==> config.mk <==
export PLATFORM = sky130hd
export DESIGN_NAME = reg_alu_file_flat
export DESIGN_NICKNAME = d
export VERILOG_FILES = /design/src/rtl/reg_alu_pkg.sv /design/src/rtl/reg_alu_if.sv /design/src/rtl/reg_alu_exec.sv /design/src/rtl/reg_alu_file.sv /design/src/flat_wrapper.sv
export SDC_FILE = /design/constraint.sdc
export NUM_CORES = 1
export LEC_CHECK = 0
export BUFFER_PORTS_ARGS = -buffer_cell sky130_fd_sc_hd__buf_2
export CELL_PAD_IN_SITES_DETAIL_PLACEMENT = 0
export CELL_PAD_IN_SITES_GLOBAL_PLACEMENT = 2
export CORE_MARGIN = 4
export CORE_UTILIZATION = 40
export DETAILED_ROUTE_END_ITERATION = 7
export PLACE_DENSITY_LB_ADDON = 0.2
export RECOVER_POWER = 50
export SYNTH_ARGS = -nofsm -noshare
export SYNTH_HDL_FRONTEND = slang
export SYNTH_SLANG_ARGS = --single-unit
==> constraint.sdc <==
create_clock -name clk -period 11.58 [get_ports clk]
set_input_delay 1.158 -clock clk [delete_from_list [all_inputs] [get_ports clk]]
set_output_delay 1.158 -clock clk [all_outputs]
set_load 0.01 [all_outputs]
==> src/rtl/reg_alu_pkg.sv <==
// reg_alu_pkg -- shared types for the register/ALU block.
//   op_t    : opcode encoding (3-bit payload of req_op)
//   state_t : control FSM states
//   NUM_OPS : number of legal opcodes; any req_op >= NUM_OPS is illegal
package reg_alu_pkg;

  localparam int NUM_OPS = 8;

  typedef enum logic [2:0] {
    OP_NOP   = 3'd0,
    OP_WRITE = 3'd1,
    OP_SHR   = 3'd2,
    OP_SHL   = 3'd3,
    OP_INV   = 3'd4,
    OP_READ  = 3'd5,
    OP_ACC   = 3'd6,
    OP_XOR   = 3'd7
  } op_t;

  typedef enum logic [1:0] {
    ST_IDLE = 2'd0,
    ST_EXEC = 2'd1,
    ST_RESP = 2'd2
  } state_t;

endpackage

==> src/rtl/reg_alu_if.sv <==
// reg_alu_if -- request/response bus of reg_alu_file.
//   req_* : valid/ready request channel (op, addr, data)
//   rsp_* : valid/ready response channel (data, addr echo, err, ovf)
//   master: request driver / response consumer side
//   slave : reg_alu_file side
interface reg_alu_if #(
  parameter int DATA_W = 16,
  parameter int ADDR_W = 8,
  parameter int OP_W   = 8
);
  logic              req_valid;
  logic              req_ready;
  logic [OP_W-1:0]   req_op;
  logic [ADDR_W-1:0] req_addr;
  logic [DATA_W-1:0] req_data;
  logic              rsp_valid;
  logic              rsp_ready;
  logic [DATA_W-1:0] rsp_data;
  logic [ADDR_W-1:0] rsp_addr;
  logic              rsp_err;
  logic              rsp_ovf;

  modport master (
    output req_valid, req_op, req_addr, req_data, rsp_ready,
    input  req_ready, rsp_valid, rsp_data, rsp_addr, rsp_err, rsp_ovf
  );

  modport slave (
    input  req_valid, req_op, req_addr, req_data, rsp_ready,
    output req_ready, rsp_valid, rsp_data, rsp_addr, rsp_err, rsp_ovf
  );
endinterface

==> src/rtl/reg_alu_exec.sv <==
// reg_alu_exec -- combinational single-operand ALU.
//   op  : request opcode (OP_W bits)
//   x   : current register entry
//   d   : request operand
//   res : result (written back and/or returned)
//   we  : result must be written to the entry
//   ovf : SHL lost its MSB / ACC carried out
//   err : opcode outside the legal range
// Optional: REG_ALU_SAT_EN makes ACC saturate and SHL of a set MSB
// yield all-ones (ovf still reported).
module reg_alu_exec
  import reg_alu_pkg::*;
#(
  parameter int DATA_W = 16,
  parameter int OP_W   = 8
) (
  input  logic [OP_W-1:0]   op,
  input  logic [DATA_W-1:0] x,
  input  logic [DATA_W-1:0] d,
  output logic [DATA_W-1:0] res,
  output logic              we,
  output logic              ovf,
  output logic              err
);
  op_t             op_e;
  logic [DATA_W:0] sum;

  assign op_e = op_t'(op[2:0]);
  assign err  = (op >= OP_W'(NUM_OPS));
  assign sum  = {1'b0, x} + {1'b0, d};

  always_comb begin
    res = '0;
    we  = 1'b0;
    ovf = 1'b0;
    case (op_e)
      OP_NOP:   res = '0;
      OP_WRITE: begin res = d; we = 1'b1; end
      OP_SHR:   begin res = d >> 1; we = 1'b1; end
      OP_SHL: begin
        res = d << 1;
        we  = 1'b1;
        ovf = d[DATA_W-1];
`ifdef REG_ALU_SAT_EN
        if (d[DATA_W-1]) res = '1;
`endif
      end
      OP_INV:   begin res = ~d; we = 1'b1; end
      OP_READ:  res = x;
      OP_ACC: begin
        res = sum[DATA_W-1:0];
        we  = 1'b1;
        ovf = sum[DATA_W];
`ifdef REG_ALU_SAT_EN
        if (sum[DATA_W]) res = '1;
`endif
      end
      OP_XOR:   begin res = x ^ d; we = 1'b1; end
      default:  res = '0;
    endcase
  end
endmodule

==> src/rtl/reg_alu_file.sv <==
// reg_alu_file -- parametrised register file with built-in ALU.
//   clk : clock, rising edge
//   rst : synchronous active-high reset (clears FSM, response regs, entries)
//   bus : reg_alu_if.slave request/response channels
// One outstanding request: IDLE (accept) -> EXEC (compute/write) -> RESP
// (hold response until rsp_ready). Accept at edge N gives rsp_valid high
// after edge N+1, i.e. seen by the consumer at edge N+2.
// Optional: REG_ALU_SAT_EN (see reg_alu_exec).
module reg_alu_file
  import reg_alu_pkg::*;
#(
  parameter int DATA_W = 16,
  parameter int ADDR_W = 8,
  parameter int DEPTH  = 8,
  parameter int OP_W   = 8
) (
  input logic     clk,
  input logic     rst,
  reg_alu_if.slave bus
);
  state_t state_q, state_d;

  logic [OP_W-1:0]   op_q;
  logic [ADDR_W-1:0] addr_q;
  logic [DATA_W-1:0] data_q;

  logic [DEPTH-1:0][DATA_W-1:0] regs_q;

  logic [DATA_W-1:0] rsp_data_q;
  logic [ADDR_W-1:0] rsp_addr_q;
  logic              rsp_err_q;
  logic              rsp_ovf_q;

  logic [DATA_W-1:0] x, res;
  logic              addr_ok, we, ovf, op_err, err;

  // Entry read by match loop: handles non-power-of-two DEPTH and flags
  // out-of-range addresses without indexing past the array.
  always_comb begin
    x       = '0;
    addr_ok = 1'b0;
    for (int i = 0; i < DEPTH; i++) begin
      if (addr_q == ADDR_W'(i)) begin
        x       = regs_q[i];
        addr_ok = 1'b1;
      end
    end
  end

  reg_alu_exec #(.DATA_W(DATA_W), .OP_W(OP_W)) u_exec (
    .op  (op_q),
    .x   (x),
    .d   (data_q),
    .res (res),
    .we  (we),
    .ovf (ovf),
    .err (op_err)
  );

  assign err = op_err | ~addr_ok;

  always_comb begin
    state_d       = state_q;
    bus.req_ready = 1'b0;
    bus.rsp_valid = 1'b0;
    case (state_q)
      ST_IDLE: begin
        bus.req_ready = 1'b1;
        if (bus.req_valid) state_d = ST_EXEC;
      end
      ST_EXEC: state_d = ST_RESP;
      ST_RESP: begin
        bus.rsp_valid = 1'b1;
        if (bus.rsp_ready) state_d = ST_IDLE;
      end
      default: state_d = ST_IDLE;
    endcase
  end

  always_ff @(posedge clk) begin
    if (rst) begin
      state_q    <= ST_IDLE;
      op_q       <= '0;
      addr_q     <= '0;
      data_q     <= '0;
      regs_q     <= '0;
      rsp_data_q <= '0;
      rsp_addr_q <= '0;
      rsp_err_q  <= 1'b0;
      rsp_ovf_q  <= 1'b0;
    end else begin
      state_q <= state_d;
      if (state_q == ST_IDLE && bus.req_valid) begin
        op_q   <= bus.req_op;
        addr_q <= bus.req_addr;
        data_q <= bus.req_data;
      end
      if (state_q == ST_EXEC) begin
        rsp_data_q <= err ? '0 : res;
        rsp_addr_q <= addr_q;
        rsp_err_q  <= err;
        rsp_ovf_q  <= ovf & ~err;
        for (int i = 0; i < DEPTH; i++) begin
          if (we && !err && addr_q == ADDR_W'(i)) regs_q[i] <= res;
        end
      end
    end
  end

  assign bus.rsp_data = rsp_data_q;
  assign bus.rsp_addr = rsp_addr_q;
  assign bus.rsp_err  = rsp_err_q;
  assign bus.rsp_ovf  = rsp_ovf_q;
endmodule
==> src/flat_wrapper.sv <==
// flat-port wrapper written by rule: the top's interface ports become plain ports
module reg_alu_file_flat import reg_alu_pkg::*;
#(
  parameter int DATA_W = 16,
  parameter int ADDR_W = 8,
  parameter int DEPTH  = 8,
  parameter int OP_W   = 8
)
  (clk, rst, bus_req_valid, bus_req_op, bus_req_addr, bus_req_data, bus_rsp_ready, bus_req_ready, bus_rsp_valid, bus_rsp_data, bus_rsp_addr, bus_rsp_err, bus_rsp_ovf);
  reg_alu_if #(.DATA_W(DATA_W), .ADDR_W(ADDR_W), .OP_W(OP_W)) bus_i ();
  input logic clk;
  input logic rst;
  input wire logic [$bits(bus_i.req_valid)-1:0] bus_req_valid;
  input wire logic [$bits(bus_i.req_op)-1:0] bus_req_op;
  input wire logic [$bits(bus_i.req_addr)-1:0] bus_req_addr;
  input wire logic [$bits(bus_i.req_data)-1:0] bus_req_data;
  input wire logic [$bits(bus_i.rsp_ready)-1:0] bus_rsp_ready;
  output wire logic [$bits(bus_i.req_ready)-1:0] bus_req_ready;
  output wire logic [$bits(bus_i.rsp_valid)-1:0] bus_rsp_valid;
  output wire logic [$bits(bus_i.rsp_data)-1:0] bus_rsp_data;
  output wire logic [$bits(bus_i.rsp_addr)-1:0] bus_rsp_addr;
  output wire logic [$bits(bus_i.rsp_err)-1:0] bus_rsp_err;
  output wire logic [$bits(bus_i.rsp_ovf)-1:0] bus_rsp_ovf;
  assign bus_i.req_valid = bus_req_valid;
  assign bus_i.req_op = bus_req_op;
  assign bus_i.req_addr = bus_req_addr;
  assign bus_i.req_data = bus_req_data;
  assign bus_i.rsp_ready = bus_rsp_ready;
  assign bus_req_ready = bus_i.req_ready;
  assign bus_rsp_valid = bus_i.rsp_valid;
  assign bus_rsp_data = bus_i.rsp_data;
  assign bus_rsp_addr = bus_i.rsp_addr;
  assign bus_rsp_err = bus_i.rsp_err;
  assign bus_rsp_ovf = bus_i.rsp_ovf;
  reg_alu_file #(.DATA_W(DATA_W), .ADDR_W(ADDR_W), .DEPTH(DEPTH), .OP_W(OP_W)) u_core (.clk(clk), .rst(rst), .bus(bus_i));
endmodule
==> impl_metrics.tcl, run 1 <==
set metrics [dict create \
    ys_types 67 \
    total_power_mw 1.41 \
    cts_sinks 188 \
    synthCells 1136 \
    yosys_warnings 0 \
    worstRegToRegCells 12 \
    cellLeakagePower_nw 3.57 \
    row_count 56 \
    path_cells "clkbuf_1 > clkbuf_1 > o21bai_1 > a21oi_1" \
    pin_count 64 \
    cap_violations 3 \
    grt_pass1_wl_um 47700 \
    cts-buffers-inserted 17 \
    arrival_ps 7320 \
    synth_fp_nets 1193 \
    num_antenna_cells 0 \
    antenna_found_initial 0 \
    drc 0 \
    grt_pass1_vias 8034 \
    critPathKind "primary input to flop" \
    cts_buffer_depth 2 \
    finalSetupViolations 0 \
    min-delay-path-class "flop to flop" \
    wl_um 30700 \
    maxSlewViolCount 186 \
    worst_pin_slew_ps 4070 \
    first_iter_violations 703 \
    grtUsageTotal_pct 23.2 \
    avgSynthCellArea_um2 8.40 \
    clock.fmax_mhz 142 \
    grt_max_degree 92 \
    peakVddDrop_uv 107 \
    status "finished with violations" \
    antenna_left 0 \
    cts-hold-fix-buffers 0 \
    cpMostUsedCell "clkbuf_1" \
    violations "capacitance limit, slew limit" \
    synth-seq-area-share_pct 39.5 \
    grt_overflow 0 \
    hold_viol_final 0 \
    slowest_stage "clkbuf_1" \
    die_w_um 162 \
    synth.ff_latch_count 188 \
    end_kind "flop" \
    fin_area_um2 10500 \
    finClkSkew_ps 12.6 \
    use_met3_pct 5.09 \
    cp-start-kind "primary input" \
    crit_required_ps 11860 \
    root_buffer "clkbuf_16" \
    hold_depth 2 \
    critPathMaxFanout 91 \
    synth_edf_count 0 \
    dr.pass1.iters 5 \
    grt_use_met1_pct 31.6 \
    tns_ps 0 \
    placed_cell_area_um2 10000 \
    netlist_area_um2 9540 \
    routabilityCongestion 0.909 \
    start_util_pct 40.6 \
    dr_total_vias 8450 \
    final.min_clock_period_ps 7040 \
    die_h_um 162 \
    syn_to_final_growth_pct 10.4 \
    core_um2 23500 \
    ys_async_sr_fraction_pct 0 \
    place_hpwl_um 21000 \
    ctsResizeCount 0 \
    slowest_delay_ps 2990 \
    die-area_um2 26400 \
    power.density_nw_per_um2 134 \
    rsz0062_at_grt "no" \
    drive_gt1_share_pct 11.8 \
    clock_latency_ps 440 \
    ys.flop_type "dfxtp_1" \
    nets 1199 \
    use_met2_pct 36.8 \
    viasPerCell 5.74 \
    wire_per_inst_um 20.8 \
    grt.busiest_layer "met2" \
    portBuffers 63 \
    cts_setup_buffers 0 \
    cts-htree-levels 4 \
    fin_crit_sh_pct 60.8 \
    tritoncts "done" \
    max_slew_margin_pct -171 \
    clkTransAtPathRegs_ps 80 \
]
[synthesized netlist by cell type, drive strengths merged (12+ instances only)]
cell | number | share of area, %
dfxtp | 188 | 39
nor2 | 170 | 6.8
nand2 | 138 | 5.4
a211oi | 127 | 10
a21oi | 88 | 4.6
clkbuf | 68 | 2.7
o21ai | 46 | 2.4
buf | 25 | 1.2
ha | 20 | 2.6
nor3 | 19 | 1.0
mux4 | 18 | 4.2
and2 | 17 | 1.1
mux2i | 17 | 1.8
mux2 | 15 | 1.8
nand2b | 14 | 0.92
nor2b | 12 | 0.79
[through the flow]
stage          util (%)  hold WS [ps]  worst slack [ps]  cells
2_1_floorplan         -           436              7550   1136
3_3_place_gp       42.7           428              6380   1442
3_5_place_dp       42.7           437              6340   1442
4_1_cts            45.1           456              6320   1473
5_1_grt            44.9           479              3950   1473
6_report           44.9           455              4540   1473
[sequential cells by signal (all words and copies together) (netlist names)]
signal and flops:
u_core.bus.rsp_addr 8, u_core.bus.rsp_ovf 1, u_core.regs_q 128, u_core.data_q 16, u_core.state_q 2, u_core.addr_q 8
u_core.bus.rsp_data 16, u_core.op_q 8, u_core.bus.rsp_err 1
[worst paths after layout]
kind / from / endpoint / slack [ps]
worst max-delay path: rst / u_core.regs_q[47]$_SDFFE_PP0P_ / 4540
worst min-delay path: u_core.bus.rsp_data[4]$_SDFFE_PP0P_ / u_core.bus.rsp_data[4]$_SDFFE_PP0P_ / 450
worst max register to register: u_core.addr_q[7]$_SDFFE_PP0P_ / u_core.regs_q[28]$_SDFFE_PP0P_ / 5870
worst min register to register: u_core.bus.rsp_data[4]$_SDFFE_PP0P_ / u_core.bus.rsp_data[4]$_SDFFE_PP0P_ / 450
[layout by cell type (no fill, tap or decap), types with 5 or more instances in the layout]
cell | netlist | layout
mux4_2 | 18 | 18
o211ai_1 | 5 | 5
mux2i_1 | 17 | 17
o21bai_1 | 9 | 9
clkbuf_16 | 0 | 17
nand2_1 | 138 | 138
nor2b_1 | 12 | 10
a211oi_1 | 126 | 126
ha_1 | 20 | 20
and3_1 | 5 | 5
o221ai_1 | 5 | 5
dfxtp_1 | 188 | 186
nor3_1 | 19 | 19
o22ai_1 | 8 | 8
or4_1 | 6 | 6
a21o_1 | 9 | 9
o21ai_0 | 45 | 46
and2_1 | 17 | 16
nand2b_1 | 14 | 14
nor2_1 | 167 | 167
buf_4 | 0 | 14
a21oi_1 | 88 | 88
mux2_2 | 15 | 15
a31oi_1 | 5 | 5
clkbuf_1 | 68 | 33
buf_2 | 13 | 34
nand3_1 | 10 | 10
inv_1 | 10 | 10
[layout make-up]
class	count	area (µm²)
fillers	2366	12900
multi-input cells	845	5370
flip-flops and latches	188	3770
clock buffers	19	443
well taps	319	399
repair buffers	80	395
clock inverters	12	123
inverters	10	37.5
[logic make-up (layout without fill, tap and decap cells)]
kind of cell	count (synthesis)	after routing	synth area share [%]
and+or+nand+nor	416	416	19.6
AOI/OAI and AO/OA	350	350	25.2
DFF	188	188	39.5
buffers and inverters	103	121	4.30
muxes	50	50	7.80
adders and majority gates	21	21	2.83
xor gates and xnor gates	8	8	0.734
[critical path, delay by kind of cell]
| family | cells | cell delay (ps) |
|---|---|---|
| buffers and inverters | 2 | 5660 |
| AOI/OAI and AO/OA | 2 | 430 |
[where the power goes]
part | total (mW) | internal, mW | switching, mW
Clock | 0.576 | 0.291 | 0.285
Sequential | 0.668 | 0.656 | 0.0121
Combinational | 0.163 | 0.0489 | 0.114
[routing by layer]
metal	routed length (µm)	part of all wire [%]
met1	13900	45
met2	14200	46
met3	1680	5.5
met4	903	2.9
met5	0	0
(Power assumes the default switching activity.)
==> inputs of run 2 (changes only) <==
--- a/config.mk
+++ b/config.mk
@@ -5,11 +5,12 @@
 export SDC_FILE = /design/constraint.sdc
 export NUM_CORES = 1
 export LEC_CHECK = 0
+export ABC_AREA = 1
 export BUFFER_PORTS_ARGS = -buffer_cell sky130_fd_sc_hd__buf_2
 export CELL_PAD_IN_SITES_DETAIL_PLACEMENT = 0
 export CELL_PAD_IN_SITES_GLOBAL_PLACEMENT = 2
 export CORE_MARGIN = 4
-export CORE_UTILIZATION = 40
+export CORE_UTILIZATION = 31
 export DETAILED_ROUTE_END_ITERATION = 7
 export PLACE_DENSITY_LB_ADDON = 0.2
 export RECOVER_POWER = 50
==> constraint.sdc (replaced) <==
create_clock -name clk -period 5.83 [get_ports clk]
set_input_delay 0.583 -clock clk [delete_from_list [all_inputs] [get_ports clk]]
set_output_delay 0.583 -clock clk [all_outputs]
set_load 0.01 [all_outputs]
==> impl_metrics.tcl, run 2 <==
set metrics [dict create \
    core_um2 31700 \
    seq_power_share_pct 45.2 \
    arrival_ps 5200 \
    ys_types 38 \
    finalSetupViolations 0 \
    synth_top_area_share_pct 37.7 \
    fillers 3542 \
    final_cell_mix "inv_1 (324), a21oi_1 (215), o21ai_0 (204), nand2_1 (201), dfxtp_1 (188)" \
    critPathKind "primary input to flop" \
    synthTopCellsByArea "dfxtp_1 (38%), inv_1 (12%), a21oi_1 (11%)" \
    place_hpwl_um 24400 \
    finClkSkew_ps 11.7 \
    end_kind "flop" \
    grt_pass1_vias 8825 \
    grtUsageTotal_pct 19.4 \
    cap_violations 2 \
    synth_common_cells "inv_1 (322), a21oi_1 (215), nand2_1 (197), o21ai_0 (196), dfxtp_1 (188)" \
    wire_per_inst_um 17.5 \
    dr.pass1.iters 5 \
    cts-hold-fix-buffers 0 \
    first_iter_violations 716 \
    clock_latency_ps 450 \
    clkPwrFrac_pct 40.2 \
    grt_max_degree 84 \
    p_int_mw 2.02 \
    cts_sinks 188 \
    peakVddDrop_uv 205 \
    die_h_um 188 \
    netlist_area_um2 9990 \
    crit_required_ps 6110 \
    ys_async_sr_fraction_pct 0 \
    power.density_nw_per_um2 266 \
    p_sw_mw 0.939 \
    clock.fmax_mhz 203 \
    synth.ff_latch_count 188 \
    cts-buffers-inserted 17 \
    num_antenna_cells 0 \
    total_power_mw 2.96 \
    path_delay_family "buffers and inverters" \
    synth-seq-area-share_pct 37.7 \
    cts_buffer_depth 2 \
    ctsResizeCount 0 \
    critPathMaxFanout 67 \
    pwr-share-comb_pct 14.7 \
    viasPerCell 4.79 \
    yosys_warnings 0 \
    largest_reg_flops 128 \
    die-area_um2 35200 \
    antenna_found_initial 0 \
    cellLeakagePower_nw 5.28 \
    cts-htree-levels 4 \
    final_common_cell "inv_1" \
    synth_area_leader_cell "dfxtp_1" \
    pin_count 64 \
    row_count 65 \
    syn_to_final_growth_pct 11.3 \
    hold_viol_final 0 \
    rr_startpoint "u_core.addr_q[1]$_SDFFE_PP0P_" \
    regMostFlops "u_core.regs_q" \
    status "finished with violations" \
    wl_um 34200 \
    dr_total_vias 9333 \
    hold_start "bus_req_addr[4]" \
    die_w_um 188 \
    fin_area_um2 11100 \
    max_slew_margin_pct -129 \
    final.min_clock_period_ps 4920 \
    violations "capacitance limit, slew limit" \
    ys.flop_type "dfxtp_1" \
    crit_start "rst" \
    fin_crit_sh_pct 84.5 \
    placed_cell_area_um2 10600 \
    path_cells "clkbuf_1 > inv_1 > o21ai_0 > a21oi_1" \
    nets 1591 \
    root_buffer "clkbuf_16" \
    drc 0 \
    crit_buf_inv 2 \
    grt_pass1_wl_um 53500 \
    swShare_pct 31.8 \
    synth_edf_count 0 \
    rsz0062_at_grt "no" \
    synthCells 1514 \
    cp-start-kind "primary input" \
    grt_overflow 0 \
    slowest_delay_ps 2360 \
    clkTransAtPathRegs_ps 80 \
    drive_gt1_share_pct 6.72 \
    cts_setup_buffers 0 \
    start_util_pct 31.5 \
    synth.most_common_cell "inv_1" \
    antenna_left 0 \
    portBuffers 63 \
    whs_ps 384 \
    routabilityCongestion 0.903 \
    avgSynthCellArea_um2 6.60 \
    tritoncts "done" \
    slowest_stage "clkbuf_1" \
    min-delay-path-class "primary input to flop" \
    synth_fp_nets 1571 \
    worst_pin_slew_ps 3440 \
    tns_ps 0 \
    maxSlewViolCount 126 \
]
run 2: path summary, 6_finish.rpt:
| path | slack, ps | cells after the start | endpoint |
|---|---|---|---|
| max | 910 | 4 | u_core.addr_q[0]$_SDFFE_PP0P_ |
| min | 380 | 3 | u_core.addr_q[4]$_SDFFE_PP0P_ |
| max reg2reg | 1000 | 19 | u_core.bus.rsp_data[10]$_SDFFE_PP0P_ |
| min reg2reg | 470 | 2 | u_core.bus.rsp_data[13]$_SDFFE_PP0P_ |
run 2: metrics by stage:
step           instances  utilization, %  setup WS (ps)
6_report            1949            35.1            906
5_1_grt             1949            35.1            481
4_1_cts             1949            35.3           1300
3_5_place_dp        1917            33.4           1330
3_3_place_gp        1917            33.4           1340
2_1_floorplan       1514               -           2740
run 2: cells by family after synthesis:
kind of cell,share of synthesized area [%]
compound gates,25.2
xor+xnor,0.0876
fa+ha+maj,2.70
buf+inv,15.6
flops,37.7
simple gates,18.7
run 2: worst register-to-register path, cell delays in order (launching register included):
cell and delay, ps:
dfxtp_1 430, inv_2 140, nand2_1 80, inv_1 450, nand2_2 200, inv_1 330, buf_4 320, a21oi_1 60
nand2_1 80, nand2_1 90, a21boi_0 480, ha_1 360, a21oi_1 260, o21ai_0 160, a21oi_1 150, nand2_1 80
o21ai_0 140, nand3_1 460, nand2_1 180, a21oi_1 80
run 2: final cells by class:
class	count	area, µm²	share of cell area (%)
Tap cell	402	503	4.52
Multi-Input combinational cell	920	4650	41.8
Timing Repair Buffer	79	392	3.52
Inverter	328	1230	11.1
Clock buffer	17	425	3.83
Clock inverter	15	154	1.38
Sequential cell	188	3760	33.8
run 2: layer usage:
layer	vias to the layer above	global-route usage (%)	wire (µm)
li1	4922	-	-
met1	4250	26.9	17000
met2	140	31.9	15800
met3	21	3.26	990
met4	0	3.78	374
met5	-	0	0
run 2: power by group through the flow:
stage	Combinational [mW]	Sequential (mW)	Clock, mW
floorplan	0.265	1.36	0
global placement	0.446	1.37	0
detailed placement	0.444	1.37	0
CTS	0.445	1.34	1.23
global route	0.482	1.34	1.27
finish	0.433	1.34	1.19
==> inputs of run 3 (changes only) <==
--- a/config.mk
+++ b/config.mk
@@ -10,7 +10,7 @@
 export CELL_PAD_IN_SITES_DETAIL_PLACEMENT = 0
 export CELL_PAD_IN_SITES_GLOBAL_PLACEMENT = 2
 export CORE_MARGIN = 4
-export CORE_UTILIZATION = 31
+export CORE_UTILIZATION = 34
 export DETAILED_ROUTE_END_ITERATION = 7
 export PLACE_DENSITY_LB_ADDON = 0.2
 export RECOVER_POWER = 50
==> constraint.sdc (replaced) <==
create_clock -name clk -period 5.1 [get_ports clk]
set_input_delay 0.51 -clock clk [delete_from_list [all_inputs] [get_ports clk]]
set_output_delay 0.51 -clock clk [all_outputs]
set_load 0.01 [all_outputs]
==> impl_metrics.tcl, run 3 (synthesis results as in run 2) <==
set metrics [dict create \
    cts-htree-levels 4 \
    pwr-share-comb_pct 14.6 \
    place_hpwl_um 24100 \
    largest_reg_flops 128 \
    placed_cell_area_um2 10600 \
    end_kind "flop" \
    critPathKind "flop to flop" \
    fin_area_um2 11100 \
    path_delay_family "simple AND/OR/NAND/NOR gates" \
    grt_max_degree 88 \
    worst_pin_slew_ps 1940 \
    nets 1595 \
    cts_sinks 188 \
    tns_ps 0 \
    power.density_nw_per_um2 301 \
    row_count 62 \
    portBuffers 63 \
    arrival_ps 4810 \
    rsz0062_at_grt "no" \
    slowest_stage "nand3_1" \
    slowest_delay_ps 390 \
    pin_count 64 \
    finalSetupViolations 0 \
    clock_latency_ps 450 \
    core_um2 28900 \
    drc 0 \
    path_cells "nor2_1 > nand2_1 > nor2_4 > nand2_2 > clkbuf_1 > nand3_1 > nand3_1 > nand2_1 > nand2_1 > a21boi_0 > ha_1 > fa_1 > nand3_1 > nand2_1 > nand3_1 > nand2_1 > nand3_1 > nand2_1 > nand2_1 > nand3_1 > nand3_1 > o21ai_0 > inv_1" \
    viasPerCell 4.88 \
    ctsResizeCount 0 \
    grtUsageTotal_pct 20.4 \
    wl_um 33400 \
    crit_buf_inv 2 \
    grt_overflow 0 \
    max_slew_margin_pct -29.2 \
    final_cell_mix "inv_1 (322), a21oi_1 (215), o21ai_0 (205), nand2_1 (202), dfxtp_1 (188)" \
    num_antenna_cells 0 \
    wire_per_inst_um 17.3 \
    drive_gt1_share_pct 7.22 \
    die-area_um2 32200 \
    fillers 3212 \
    cts-buffers-inserted 17 \
    multi_input_area_um2 4650 \
    grt_pass1_wl_um 52300 \
    whs_ps 312 \
    first_iter_violations 709 \
    cp-start-kind "flop" \
    clkPwrFrac_pct 39.9 \
    dr.pass1.iters 5 \
    finClkSkew_ps 14.8 \
    syn_to_final_growth_pct 11.4 \
    critPathMaxFanout 11 \
    cellLeakagePower_nw 5.31 \
    status "finished with violations" \
    maxSlewViolCount 146 \
    clock.fmax_mhz 223 \
    p_int_mw 2.27 \
    final_common_cell "inv_1" \
    violations "capacitance limit, slew limit" \
    seq_power_share_pct 45.5 \
    cts_buffer_depth 2 \
    r2r_setup_slack_ps 620 \
    regMostFlops "u_core.regs_q" \
    peakVddDrop_uv 211 \
    fin_crit_sh_pct 87.8 \
    grt_pass1_vias 8727 \
    clkTransAtPathRegs_ps 80 \
    antenna_left 0 \
    cap_violations 2 \
    setup_ws_ps 620 \
    tritoncts "done" \
    place_ws_ps 724 \
    swShare_pct 32.3 \
    routabilityCongestion 0.908 \
    cts_setup_buffers 0 \
    die_w_um 179 \
    root_buffer "clkbuf_16" \
    die_h_um 179 \
    cts-hold-fix-buffers 0 \
    p_sw_mw 1.09 \
    total_power_mw 3.36 \
    min-delay-path-class "primary input to flop" \
    crit_required_ps 5430 \
    dr_total_vias 9451 \
    start_util_pct 34.6 \
    regArea_um2 3760 \
    hold_viol_final 0 \
    final.min_clock_period_ps 4480 \
    antenna_found_initial 1 \
]
==> run 3: path summary, 6_finish.rpt <==
check,depth (start not counted),from,end
max,23,u_core.addr_q[5]$_SDFFE_PP0P_,u_core.regs_q[126]$_SDFFE_PP0P_
min reg2reg,2,u_core.bus.rsp_data[7]$_SDFFE_PP0P_,u_core.bus.rsp_data[7]$_SDFFE_PP0P_
min,4,bus_rsp_ready,u_core.state_q[1]$_SDFFE_PP0P_
max reg2reg,23,u_core.addr_q[5]$_SDFFE_PP0P_,u_core.regs_q[126]$_SDFFE_PP0P_
==> run 3: tightest hold or removal path, stage by stage <==
cell     delay (ps)
buf_2            70
inv_1            30
nand2_1          50
a21oi_1          50
==> run 3: layout make-up <==
cell class | count | area share (%)
multi-input cells | 920 | 41.8
repair buffers | 83 | 3.83
inverters | 328 | 11.1
clock inverters | 15 | 1.38
flip-flops and latches | 188 | 33.8
well taps | 384 | 4.31
clock buffers | 17 | 3.82
==> run 3: metal layers <==
metal	global-route usage (%)	part of all wire [%]	wire [µm]
met4	3.93	1.1	352
met1	29.5	50	16800
met2	31.9	45	15000
met3	3.78	3.9	1300
met5	0	0	0
==> run 3: per-stage QoR <==
stage,cells,utilization [%]
after floorplan,1514,-
after global placement,1903,36.8
after detailed placement,1903,36.8
after CTS,1935,38.8
after global routing,1935,38.6
final,1935,38.6
==> run 3: power by group through the flow <==
stage / sequential (mW) / clock, mW / combinational, mW
floorplan: 1.55 / 0 / 0.303
global placement: 1.56 / 0 / 0.503
detailed placement: 1.56 / 0 / 0.502
CTS: 1.53 / 1.38 / 0.504
global route: 1.53 / 1.44 / 0.544
finish: 1.53 / 1.34 / 0.490
